**src/rtl/rv_pkg.sv**
```systemverilog
// rv_pkg: shared decode types; instruction format codes and default XLEN
package rv_pkg;
    typedef logic [2:0] fmt_t;
    localparam fmt_t FMT_I = 3'd0;
    localparam fmt_t FMT_S = 3'd1;
    localparam fmt_t FMT_B = 3'd2;
    localparam fmt_t FMT_U = 3'd3;
    localparam fmt_t FMT_J = 3'd4;
    localparam fmt_t FMT_Z = 3'd5;
    localparam int XLEN_DEFAULT = 32;
endpackage

```
**src/rtl/imm_gen_pipe_if.sv**
```systemverilog
// imm_gen_pipe_if: instruction-in / immediate-out valid-ready channels.
//   in_*  : valid, ready, instr[31:0], fmt, tag[TAG_W-1:0]
//   out_* : valid, ready, imm[XLEN-1:0], tag[TAG_W-1:0], err
//   master = producer/consumer side, slave = immediate generator side
interface imm_gen_pipe_if
    import rv_pkg::*;
#(
    parameter int XLEN  = XLEN_DEFAULT,
    parameter int TAG_W = 32
);
    logic             in_valid;
    logic             in_ready;
    logic [31:0]      in_instr;
    fmt_t             in_fmt;
    logic [TAG_W-1:0] in_tag;
    logic             out_valid;
    logic             out_ready;
    logic [XLEN-1:0]  out_imm;
    logic [TAG_W-1:0] out_tag;
    logic             out_err;
    modport master (
        output in_valid, in_instr, in_fmt, in_tag, out_ready,
        input  in_ready, out_valid, out_imm, out_tag, out_err
    );
    modport slave (
        input  in_valid, in_instr, in_fmt, in_tag, out_ready,
        output in_ready, out_valid, out_imm, out_tag, out_err
    );
endinterface

```
**src/rtl/imm_extract.sv**
```systemverilog
// imm_extract: combinational RISC-V immediate extraction and extension.
//   instr[31:0], fmt -> imm[XLEN-1:0], err (fmt 6/7 gives imm=0, err=1)
module imm_extract
    import rv_pkg::*;
#(
    parameter int XLEN = XLEN_DEFAULT
) (
    input  logic [31:0]     instr,
    input  fmt_t            fmt,
    output logic [XLEN-1:0] imm,
    output logic            err
);
    if (XLEN != 32 && XLEN != 64) begin : g_bad_xlen
        $error("imm_extract: XLEN must be 32 or 64");
    end
    // opcode bits never feed an immediate
    logic unused_opcode;
    assign unused_opcode = ^instr[6:0];
    // each field is built with instr[31] replicated up to XLEN so no
    // zero-width replication appears at XLEN=32
    always_comb begin
        err = fmt[2] & fmt[1];
        imm = fmt == FMT_I ? {{(XLEN-11){instr[31]}}, instr[30:20]} :
              fmt == FMT_S ? {{(XLEN-11){instr[31]}}, instr[30:25], instr[11:7]} :
              fmt == FMT_B ? {{(XLEN-12){instr[31]}}, instr[7], instr[30:25], instr[11:8], 1'b0} :
              fmt == FMT_U ? {{(XLEN-31){instr[31]}}, instr[30:12], 12'b0} :
              fmt == FMT_J ? {{(XLEN-20){instr[31]}}, instr[19:12], instr[20], instr[30:21], 1'b0} :
              fmt == FMT_Z ? {{(XLEN-5){1'b0}}, instr[19:15]} :
                             '0;
    end
endmodule

```
**src/rtl/imm_gen_pipe.sv**
```systemverilog
// imm_gen_pipe: registered immediate generator with one-entry skid buffer.
//   clk, rst (sync, active high), flush (drops everything in flight)
//   bus : imm_gen_pipe_if.slave, one-cycle latency, full throughput
module imm_gen_pipe
    import rv_pkg::*;
#(
    parameter int XLEN  = XLEN_DEFAULT,
    parameter int TAG_W = 32
) (
    input logic          clk,
    input logic          rst,
    input logic          flush,
    imm_gen_pipe_if.slave bus
);
    logic [XLEN-1:0]  ext_imm;
    logic             ext_err;
    logic             skid_valid;
    logic [XLEN-1:0]  skid_imm;
    logic [TAG_W-1:0] skid_tag;
    logic             skid_err;
    logic             acc;
    logic             con;
    imm_extract #(.XLEN(XLEN)) u_ext (
        .instr (bus.in_instr),
        .fmt   (bus.in_fmt),
        .imm   (ext_imm),
        .err   (ext_err)
    );
    // ready comes only from registered state, never from out_ready
    assign bus.in_ready = !skid_valid && !rst;
    assign acc = bus.in_valid && bus.in_ready;
    assign con = bus.out_valid && bus.out_ready;
    always_ff @(posedge clk) begin
        if (rst) begin
            bus.out_valid <= 1'b0;
            bus.out_imm   <= '0;
            bus.out_tag   <= '0;
            bus.out_err   <= 1'b0;
            skid_valid    <= 1'b0;
            skid_imm      <= '0;
            skid_tag      <= '0;
            skid_err      <= 1'b0;
        end else if (flush) begin
            bus.out_valid <= 1'b0;
            skid_valid    <= 1'b0;
        end else if (skid_valid) begin
            // in_ready is low here, so only a drain can happen
            if (con) begin
                bus.out_imm <= skid_imm;
                bus.out_tag <= skid_tag;
                bus.out_err <= skid_err;
                skid_valid  <= 1'b0;
            end
        end else if (acc) begin
            if (!bus.out_valid || con) begin
                bus.out_valid <= 1'b1;
                bus.out_imm   <= ext_imm;
                bus.out_tag   <= bus.in_tag;
                bus.out_err   <= ext_err;
            end else begin
                skid_valid <= 1'b1;
                skid_imm   <= ext_imm;
                skid_tag   <= bus.in_tag;
                skid_err   <= ext_err;
            end
        end else if (con) begin
            bus.out_valid <= 1'b0;
        end
    end
endmodule

```
**src/flat_wrapper.sv**
```systemverilog
// flat-port wrapper written by rule: the top's interface ports become plain ports
module imm_gen_pipe_flat import rv_pkg::*;
#(
    parameter int XLEN  = XLEN_DEFAULT,
    parameter int TAG_W = 32
)
  (clk, rst, flush, bus_in_valid, bus_in_instr, bus_in_fmt, bus_in_tag, bus_out_ready, bus_in_ready, bus_out_valid, bus_out_imm, bus_out_tag, bus_out_err);
  imm_gen_pipe_if #(.XLEN(XLEN), .TAG_W(TAG_W)) bus_i ();
  input logic clk;
  input logic rst;
  input logic flush;
  input wire logic [$bits(bus_i.in_valid)-1:0] bus_in_valid;
  input wire logic [$bits(bus_i.in_instr)-1:0] bus_in_instr;
  input wire logic [$bits(bus_i.in_fmt)-1:0] bus_in_fmt;
  input wire logic [$bits(bus_i.in_tag)-1:0] bus_in_tag;
  input wire logic [$bits(bus_i.out_ready)-1:0] bus_out_ready;
  output wire logic [$bits(bus_i.in_ready)-1:0] bus_in_ready;
  output wire logic [$bits(bus_i.out_valid)-1:0] bus_out_valid;
  output wire logic [$bits(bus_i.out_imm)-1:0] bus_out_imm;
  output wire logic [$bits(bus_i.out_tag)-1:0] bus_out_tag;
  output wire logic [$bits(bus_i.out_err)-1:0] bus_out_err;
  assign bus_i.in_valid = bus_in_valid;
  assign bus_i.in_instr = bus_in_instr;
  assign bus_i.in_fmt = bus_in_fmt;
  assign bus_i.in_tag = bus_in_tag;
  assign bus_i.out_ready = bus_out_ready;
  assign bus_in_ready = bus_i.in_ready;
  assign bus_out_valid = bus_i.out_valid;
  assign bus_out_imm = bus_i.out_imm;
  assign bus_out_tag = bus_i.out_tag;
  assign bus_out_err = bus_i.out_err;
  imm_gen_pipe #(.XLEN(XLEN), .TAG_W(TAG_W)) u_core (.clk(clk), .rst(rst), .flush(flush), .bus(bus_i));
endmodule
```
**config.mk**
```make
export PLATFORM = sky130hd
export DESIGN_NAME = imm_gen_pipe_flat
export DESIGN_NICKNAME = d
export VERILOG_FILES = /design/src/rtl/rv_pkg.sv /design/src/rtl/imm_gen_pipe_if.sv /design/src/rtl/imm_extract.sv /design/src/rtl/imm_gen_pipe.sv /design/src/flat_wrapper.sv
export SDC_FILE = /design/constraint.sdc
export NUM_CORES = 1
export LEC_CHECK = 0
export CORE_AREA = 2 2 145 147
export DETAILED_ROUTE_END_ITERATION = 8
export DIE_AREA = 0 0 147 149
export PLACE_DENSITY = 0.58
export RECOVER_POWER = 25
export SETUP_SLACK_MARGIN = 0.02
export SLEW_MARGIN = 0
export SYNTH_ARGS = -nofsm -noshare
export SYNTH_HDL_FRONTEND = slang
export SYNTH_SLANG_ARGS = --single-unit
```
**constraint.sdc**
```tcl
create_clock -name clk -period 5.3 [get_ports clk]
set_input_delay 1.06 -clock clk [delete_from_list [all_inputs] [get_ports clk]]
set_output_delay 1.06 -clock clk [all_outputs]
set_load 0.01 [all_outputs]
```
==> results.md, run 1 <==
- Clock share of power: 49.7%
- Flops & latches, synth: 132
- CP Cell Sequence: buf_4, nor2_1, clkdlybuf4s50_1
- Worst clock skew: 0.00501 ns
- Crit path capture type: primary output
- Critical path origin: rst
- # rows: 53
- Vias/cell: 4.83
- Number of buffers and inverters on the critical path: 2
- Die ar.: around 22000 um^2
- Yosys top cell area share: 44.3%
- Endpoints failing setup: 0
- Worst Min Path Start: u_core.bus.out_imm[16]
- Synth Flop Type: dfxtp_1
- Total setup buffers inserted after CTS: 0
- Final hold vios: 0
- I/O Buffers: 131
- Post-Syn Area: 5970 um^2
- Post-layout util: between 30% and 40%
- Sink Count: 132
- WL/cell: 15.1 um
- Syn nets: about 760
- Vias in the first global route: slightly below 5000
- CP max-delay cell: buf_4
- Reg2reg setup slack: 2.45 ns
- Initial core utilization: 29.0%
- Reg power frac: 40.2%
- Hold Crit Class: reg2reg
- Remaining antenna violation count: 0
- Maximum vdd ir drop: 0.213 mV
- Slew Limit Fails: 0
- CTS clk-pin slew, worst paths: 0.05 ns
- Area of the multi-input gates: around 3000 um^2
- Worst-path maximum fanout: a little under 80
- CP delay by family, top: buffers and inverters
- Status: finished, final reports clean
- Global-route wire length before repair: 26200 um
- Diodes inserted: 0
- Grt total ovfl: 0
- CTS buffer count: 17
- Syn Area/Cell: roughly 9 um^2
- CP startpoint kind: input port
- Initial DRT Pass Iterations: 4
- 1st-iter DRT viols: 177
- Synth warnings: 0
- Cell Count Post-Placement: 1030
- Asr flop ratio synth: 0%
- Synth area leaders: dfxtp_1 44%, a211oi_1 6.7%, mux2i_1 5.4%
- GP Congestion: slightly above 0.7
- Post-Layout Inst Area: about 8000 um^2
- Setup TNS: 0 ns
- Area leader, netlist: dfxtp_1
- All-layer global routing usage: 15.0%
- Post-DP HPWL: approximately 9900 um
- Placeable Area: 20600 um^2
- Final Non-Filler Cells: between 1000 and 1500
- H-Tree Depth: 4
- Gate power share: 10.0%
- Layout fillers: a little over 2000
- Register Area: 2650 um^2
- CP required: 4.24 ns
- P&R area growth vs syn: 34.2%
- I/O pin count: 139
- Max_cap viols: 0
- Final period utilization: between 60% and 70%
- Vias post-DR: 5132
- Horiz. Die Dim: 147 um
- PwrDens: 319 nW/um^2
- Cell internal pwr: 1970 uW
- Reg2reg start: u_core.skid_valid
- Switch Pwr: 585 uW
- WP data arrival: approximately 2.3 ns
- CP Class: in2out
- Largest net degree at the start of global routing: 91
- Post-synth EDFFs: 0
- Worst path max stage delay: 0.64 ns
- Final-stage net count: 846
- Unrepaired setup endpoints after global routing: no
- Antenna violations before repair: 0
- Peak Freq: 298 MHz
- Max_slew headroom: 26.0%
- Crit path time final: 3.35 ns
- Clk_lat worst skew: 0.41 ns
- Sw Share: 22.9%
- Die Y: 149 um
- Netlist cell types: between 40 and 50
- Sequential-to-total area share from yosys stat: 44.3%
- Routed WL: 16000 um
- Hold-fix buffers, CTS: 0
- TritonCTS clock tree: built
- CTS root buffer: clkbuf_16
- Most common cell in the netlist: dfxtp_1
- Worst Tran Pin Value: about 1.1 ns
- Post-CTS sizing: 0
- Layout cell share with drive strength beyond 1: 9.53%
- Clock tree buffer depth: 2
- Post-route DRC: 0
- Lkg Pwr: between 0.002 and 0.003 uW
- Post-Synthesis Cells: 683
- Commonest cells in the synthesized netlist: 132 x dfxtp_1, 85 x nor2_1, 84 x nand2_1
- Placed instance area: 7370 um^2
cells by family after synthesis:
logic type | count (synthesis) | synth area share, %
AND/OR/NAND/NOR | 275 | 21.7
AO/OA/AOI/OAI | 170 | 21.8
buffers and inverters | 68 | 5.76
flip-flops | 132 | 44.3
adder cells (fa/ha/maj) | 1 | 0.168
multiplexers | 37 | 6.31
cell type report:
type / instances / share of cell area [%]
well taps: 275 / 4.29
clock buffers: 25 / 6.57
repair buffers: 139 / 17.2
clock inverters: 7 / 1.44
inverters: 1 / 0.0468
flip-flops and latches: 132 / 33.0
multi-input cells: 483 / 37.4
worst paths after layout:
path                                  to  cells after the start
setup reg to reg     u_core.skid_tag[13]                      6
hold / removal    u_core.bus.out_imm[16]                      2
hold reg to reg   u_core.bus.out_imm[16]                      2
setup / recovery            bus_in_ready                      3
sequential cells by signal, summed over array words and instances (netlist names):
| name | flops |
|---|---|
| u_core.bus.out_imm | 32 |
| u_core.skid_tag | 32 |
| u_core.skid_err | 1 |
| u_core.bus.out_err | 1 |
| u_core.bus.out_tag | 32 |
| u_core.bus.out_valid | 1 |
| u_core.skid_valid | 1 |
| u_core.skid_imm | 32 |
stage by stage:
step | hold WS (ns) | worst slack [ns] | total power, uW
6_report | 0.450 | 1.95 | 2560
5_1_grt | 0.467 | 1.84 | 2670
4_1_cts | 0.455 | 1.89 | 2610
3_5_place_dp | 0.447 | 1.75 | 1320
3_3_place_gp | 0.441 | 1.75 | 1320
2_1_floorplan | 0.436 | 2.30 | 1190
worst reg2reg max path: stages (launching register included):
cell and delay (ns):
dfxtp_4 0.41, buf_4 0.45, nand4bb_1 0.46, nor2_4 0.91
buf_4 0.36, nand2_1 0.07, a21oi_1 0.12
layer usage:
metal / vias to the layer above / wire, um / share of wire, % / global-route usage, %
met2: 113 / 7280 / 45 / 23.8
met1: 2386 / 7870 / 49 / 19.9
met5: - / 0 / 0 / 0
met4: 0 / 244 / 1.5 / 5.67
li1: 2616 / - / - / -
met3: 17 / 645 / 4.0 / 3.36
power groups by stage:
stage / sequential (uW) / clock, uW / combinational (uW)
after floorplan: 1060 / 0 / 125
after global placement: 1050 / 0 / 264
after detailed placement: 1050 / 0 / 264
after CTS: 1030 / 1310 / 266
after global routing: 1030 / 1350 / 280
final: 1030 / 1270 / 256
placed cells by master (no fill, tap or decap), types with 4 or more instances in the layout:
master and count:
dfxtp_1 131, nand2_1 84, nor2_1 83, clkdlybuf4s50_1 83
a211oi_1 53, a21oi_1 49, dlygate4sd3_1 47, nor3_1 41
mux2i_1 32, nand2b_1 23, clkbuf_16 18, nor2b_1 15
nand3b_1 12, o21ai_0 11, o41ai_2 11, a31o_2 8
o311ai_0 8, buf_4 8, a221oi_1 7, a22oi_1 6
mux2_2 5, o211ai_1 5, clkbuf_8 5, nor4bb_1 4
a221o_1 4
Power figures use the tool's default switching activity.
==> inputs of run 2 (changes only) <==
--- a/config.mk
+++ b/config.mk
@@ -8,7 +8,7 @@
 export CORE_AREA = 2 2 145 147
 export DETAILED_ROUTE_END_ITERATION = 8
 export DIE_AREA = 0 0 147 149
-export PLACE_DENSITY = 0.58
+export PLACE_DENSITY = 0.6
 export RECOVER_POWER = 25
 export SETUP_SLACK_MARGIN = 0.02
 export SLEW_MARGIN = 0
==> constraint.sdc (replaced) <==
create_clock -name clk -period 2.95 [get_ports clk]
set_input_delay 0.59 -clock clk [delete_from_list [all_inputs] [get_ports clk]]
set_output_delay 0.59 -clock clk [all_outputs]
set_load 0.01 [all_outputs]
==> run 2 against run 1 <==
  * Die area is the same
  * Clock power up 61%
  * Highest routed layer is now met5
  * Sequential share of layout area down 0.32 points
  * Setup slack worse by 1.3 ns
  * Global-route usage decreased by 0.41 points
  * Largest power group unchanged
  * Critical endpoint is now u_core.bus.out_imm[19]
  * Wire length shrank 0.70%
==> results.md, run 2 (synthesized netlist as in run 1, its figures left out) <==
- PwrDens: 541 nW/um^2
- Slew Limit Fails: 0
- Post-DP HPWL: 9920 um
- Antenna violations before repair: 1
- CP startpoint kind: input port
- Status: finished, final reports clean
- Sw Share: 24.7%
- Unrepaired setup endpoints after global routing: no
- Horiz. Die Dim: 147 um
- 1st-iter DRT viols: 231
- Final hold vios: 0
- Commonest non-fill, non-tap cell in the layout: dfxtp_1
- Total setup buffers inserted after CTS: 0
- CTS root buffer: clkbuf_16
- Reg power frac: 42.3%
- Initial core utilization: between 20% and 30%
- Global-route wire length before repair: 25400 um
- Sink Count: 132
- Worst-path maximum fanout: 12
- Reg2reg start: u_core.skid_valid
- Initial DRT Pass Iterations: 4
- CP Class: in2reg
- Commonest cells after routing, fill and taps aside: 132 x dfxtp_1, 84 x nor2_1, 84 x nand2_1, 84 x clkdlybuf4s50_1, 53 x a211oi_1
- Layout fillers: about 2100
- Die ar.: 21900 um^2
- Grt total ovfl: 0
- Die Y: about 150 um
- Clock tree buffer depth: 2
- Routed WL: between 15000 and 20000 um
- Lkg Pwr: ~0.0028 uW
- Maximum vdd ir drop: 0.356 mV
- Switch Pwr: 1080 uW
- Worst Min Path Start: u_core.bus.out_imm[16]
- Worst Hold Depth: 2
- I/O pin count: approximately 140
- Worst path max stage delay: 0.92 ns
- Post-CTS sizing: 0
- Hold slack: 0.451 ns
- CP Cell Sequence: clkdlybuf4s50_1, nor3b_1, a31o_2, o311ai_0, a21oi_1
- All-layer global routing usage: 14.5%
- Number of buffers and inverters on the critical path: 1
- Remaining antenna violation count: 0
- Register Area: between 2000 and 3000 um^2
- CTS clk-pin slew, worst paths: roughly 0.06 ns
- CTS buffer count: 17
- Gate power share: 10.8%
- Clock share of power: between 40 and 50%
- CP max-delay cell: nor3b_1
- GP Congestion: about 0.76
- Post-route DRC: 0
- Final Power: 4370 uW
- Layout cell share with drive strength beyond 1: 10.9%
- Diodes inserted: 0
- CP required: approximately 3.3 ns
- Vias post-DR: 5242
- WP data arrival: 2.69 ns
- Clk_lat worst skew: 0.42 ns
- Final period utilization: 79.6%
- Vias/cell: 4.88
- H-Tree Depth: 4
- Crit path time final: 2.35 ns
- Worst clock skew: 0.00639 ns
- Cell internal pwr: 3290 uW
- Hold Crit Class: reg2reg
- Reg2reg setup slack: approximately 0.66 ns
- Crit path capture type: flip-flop
- Hold-fix buffers, CTS: 0
- Placeable Area: 20600 um^2
- Largest net degree at the start of global routing: between 100 and 150
- # rows: 53
- Endpoints failing setup: 0
- I/O Buffers: 131
- Vias in the first global route: 4869
- Max_cap viols: 0
- CP delay by family, top: simple AND/OR/NAND/NOR gates
- Max_slew headroom: 19.2%
- R2R Path End: u_core.bus.out_imm[8]
- Critical path origin: bus_in_fmt[2]
- FF-to-FF path depth: 4
- TritonCTS clock tree: built
- P&R area growth vs syn: 35.4%
- Setup TNS: 0 ns
- Final-stage net count: 859
- Worst Tran Pin Value: 1.21 ns
- WL/cell: around 15 um
- Area of the multi-input gates: 2990 um^2
- Peak Freq: between 400 and 500 MHz
- Hold Path Sink: u_core.bus.out_imm[16]
run 2: changes by cell type in the layout (fill, tap and decap cells not counted), sizes merged:
cell,change
clkinv,+4
bufinv,-2
buf,+12
clkdlybuf4s50,+1
clkbuf,-3
inv,+1
clkinvlp,+1
dlygate4sd3,-1
run 2: tightest hold or removal path, cell delays in order (launching register included):
cell	delay, ns
dfxtp_1	0.30
nand2_1	0.05
a21oi_1	0.05
run 2: power by group through the flow:
stage	clock network [uW]	logic, uW	registers [uW]
floorplan	0	225	1910
global placement	0	488	1890
detailed placement	0	487	1890
CTS	2120	489	1850
global route	2200	515	1860
finish	2050	474	1850
run 2: final cells by class:
cell class,instances,area share (%)
clock inverter,11,1.27
sequential,132,32.7
multi-input combinational,483,37.0
inverter,1,0.0465
timing repair buffer,152,18.9
clock buffer,21,5.82
tap,275,4.26
run 2: per-stage QoR:
stage | instances | instance area (um^2) | utilization (%) | setup slack (ns)
finish | 1075 | 8080 | 39.3 | 0.602
global route | 1075 | 8080 | 39.3 | 0.396
CTS | 1075 | 8090 | 39.3 | 0.687
detailed placement | 1043 | 7510 | 36.5 | 0.265
global placement | 1043 | 7510 | 36.5 | 0.220
floorplan | 683 | 5970 | - | 0.871
run 2: worst max-delay path by stage:
stage | cells after the start | slack, ns | endpoint
floorplan | 7 | 0.87 | u_core.bus.out_imm[10]
global placement | 5 | 0.22 | u_core.bus.out_imm[19]
detailed placement | 5 | 0.27 | u_core.bus.out_imm[19]
CTS | 5 | 0.69 | u_core.bus.out_imm[19]
global route | 5 | 0.40 | u_core.bus.out_imm[13]
finish | 5 | 0.60 | u_core.bus.out_imm[19]
run 2: metal layers:
| layer | part of all wire [%] | track usage, % | vias up |
|---|---|---|---|
| met4 | 1.5 | 5.77 | 2 |
| met5 | 0.088 | 0 | - |
| met2 | 47 | 23.8 | 133 |
| met1 | 47 | 18.6 | 2446 |
| met3 | 4.6 | 3.49 | 19 |
| li1 | - | - | 2642 |
==> inputs of run 3 (changes only) <==
--- a/config.mk
+++ b/config.mk
@@ -8,7 +8,7 @@
 export CORE_AREA = 2 2 145 147
 export DETAILED_ROUTE_END_ITERATION = 8
 export DIE_AREA = 0 0 147 149
-export PLACE_DENSITY = 0.6
+export PLACE_DENSITY = 0.58
 export RECOVER_POWER = 25
 export SETUP_SLACK_MARGIN = 0.02
 export SLEW_MARGIN = 0
==> constraint.sdc (replaced) <==
create_clock -name clk -period 2.2 [get_ports clk]
set_input_delay 0.44 -clock clk [delete_from_list [all_inputs] [get_ports clk]]
set_output_delay 0.44 -clock clk [all_outputs]
set_load 0.01 [all_outputs]
==> run 3 against run 2 <==
  * Sequential share of layout area shrank 0.66 points
  * Setup slack lost 0.39 ns
  * Combinational power grew 43%
  * Critical endpoint is now u_core.skid_imm[24]
  * Power grew 35%
  * Largest power group unchanged
  * Global-route usage grew 0.65 points
  * Non-clock buffer count grew 17
  * Clock-buffer cell count grew 5
  * Register-to-register slack lost 0.28 ns
  * Utilization grew 0.87 points
  * First-iteration DRC count grew 47%
==> results.md, run 3 (synthesized netlist as in run 1, its figures left out) <==
- FF-to-FF path depth: 6
- Area of the multi-input gates: 3000 um^2
- Vias/cell: 4.83
- I/O pin count: between 100 and 150
- Max_slew headroom: 45.6%
- WL/cell: roughly 15 um
- Unrepaired setup endpoints after global routing: no
- Initial DRT Pass Iterations: 5
- Antenna violations before repair: 0
- Final-stage net count: 876
- Max_cap viols: 0
- Post-route DRC: 0
- Vias in the first global route: between 4000 and 5000
- Die ar.: 21900 um^2
- Die Y: ~150 um
- WP data arrival: 2.25 ns
- Routed WL: 16100 um
- Remaining antenna violation count: 0
- Clk_lat worst skew: ~0.4 ns
- Grt total ovfl: 0
- # rows: 53
- CTS buffer count: 17
- Layout cell share with drive strength beyond 1: 12.4%
- Final Power: slightly below 6000 uW
- Worst clock skew: 0.00544 ns
- GP Congestion: 0.754
- CP required: 2.46 ns
- Placed instance area: 7700 um^2
- Global-route wire length before repair: 26600 um
- Final Non-Filler Cells: 1089
- Status: finished, final reports clean
- Peak Freq: 503 MHz
- Crit path time final: 1.99 ns
- CP Cell Sequence: clkdlybuf4s50_1, buf_4, nand4bb_1, or2_2, buf_2, a211oi_1, nor3_1
- 1st-iter DRT viols: 339
- All-layer global routing usage: roughly 15%
- CP Class: in2reg
- Cell Count Post-Placement: 1060
- Post-Layout Inst Area: 8260 um^2
- Commonest non-fill, non-tap cell in the layout: dfxtp_1
- Total setup buffers inserted after CTS: 0
- CTS clk-pin slew, worst paths: 0.06 ns
- I/O Buffers: 131
- Hold Crit Class: reg2reg
- Clock share of power: 46.4%
- Hold slack: 0.452 ns
- Worst path max stage delay: 0.48 ns
- TritonCTS clock tree: built
- CP delay by family, top: buffers and inverters
- Critical path depth: 7
- Lkg Pwr: 0.00280 uW
- Reg power frac: 42.1%
- Hold-fix buffers, CTS: 0
- PwrDens: 714 nW/um^2
- Crit path capture type: flip-flop
- Register Area: roughly 2600 um^2
- Final period utilization: 90.3%
- H-Tree Depth: 4
- Endpoints failing setup: 0
- Final hold vios: 0
- CTS root buffer: clkbuf_16
- Horiz. Die Dim: 147 um
- Post-DP HPWL: 10500 um
- Worst Tran Pin Value: between 0.8 and 0.9 ns
- Placeable Area: 20600 um^2
- Switch Pwr: 1350 uW
- Initial core utilization: 29.0%
- Diodes inserted: 0
- Sw Share: 22.8%
- Worst-path maximum fanout: 36
- P&R area growth vs syn: 38.4%
- CP max-delay cell: clkdlybuf4s50_1
- Layout fillers: between 2000 and 2500
- Largest net degree at the start of global routing: 72
- Vias post-DR: between 5000 and 6000
- Gate power share: 11.5%
- Setup TNS: 0 ns
- Clock tree buffer depth: 2
- Slew Limit Fails: 0
- Number of buffers and inverters on the critical path: 3
- Worst Hold Depth: 2
- Maximum vdd ir drop: 0.449 mV
- CP startpoint kind: input port
- Cell internal pwr: 4550 uW
- Commonest cells after routing, fill and taps aside: 131 x dfxtp_1, 117 x clkdlybuf4s50_1, 84 x nor2_1, 84 x nand2_1, 53 x a211oi_1
- Sink Count: around 130
- Post-CTS sizing: 0
-- run 3: changes by cell type in the layout (fill, tap and decap cells not counted), sizes merged --
cell           before  now
inv                 2    1
dlygate4sd3        46   13
clkinv              6    1
clkbuf             22   28
clkdlybuf4s50      84  117
buf                21   37
clkinvlp            3    1
-- run 3: power by group through the flow --
stage / registers (uW) / logic [uW] / clock network [uW]
4_1_cts: 2480 / 689 / 2830
3_5_place_dp: 2540 / 686 / 0
5_1_grt: 2490 / 739 / 2960
6_report: 2480 / 676 / 2740
3_3_place_gp: 2530 / 686 / 0
2_1_floorplan: 2560 / 302 / 0
-- run 3: metal layers --
layer	vias to the layer above	track usage, %	share of wire [%]
met1	2438	20.9	49
met2	123	23.8	45
met4	0	4.62	0.82
met5	-	0	0
li1	2688	-	-
met3	11	3.58	5.1
-- run 3: layout make-up --
class                      instances  area share, %
sequential                       132           32.0
inverter                           1         0.0454
tap                              275           4.17
clock buffer                      26           6.41
clock inverter                     3          0.515
timing repair buffer             169           20.6
multi-input combinational        483           36.3
-- run 3: worst paths after layout --
| kind | slack, ns | endpoint | from |
|---|---|---|---|
| max | 0.21 | u_core.skid_imm[24] | bus_in_valid |
| min | 0.45 | u_core.skid_tag[27] | u_core.skid_tag[27] |
| max reg2reg | 0.38 | u_core.bus.out_tag[1] | u_core.skid_valid |
| min reg2reg | 0.45 | u_core.skid_tag[27] | u_core.skid_tag[27] |
-- run 3: per-stage QoR --
stage,utilization (%),setup WS [ns]
2_1_floorplan,-,0.271
3_3_place_gp,37.5,-0.193
5_1_grt,40.2,0.0796
6_report,40.2,0.213
4_1_cts,40.3,0.232
3_5_place_dp,37.5,-0.185
-- run 3: worst reg2reg max path: cells and delay by family, from the launching register on --
kind | cells | cell delay [ns]
DFF | 1 | 0.37
buffers and inverters | 2 | 0.40
and+or+nand+nor | 2 | 0.47
AOI/OAI and AO/OA | 2 | 0.48
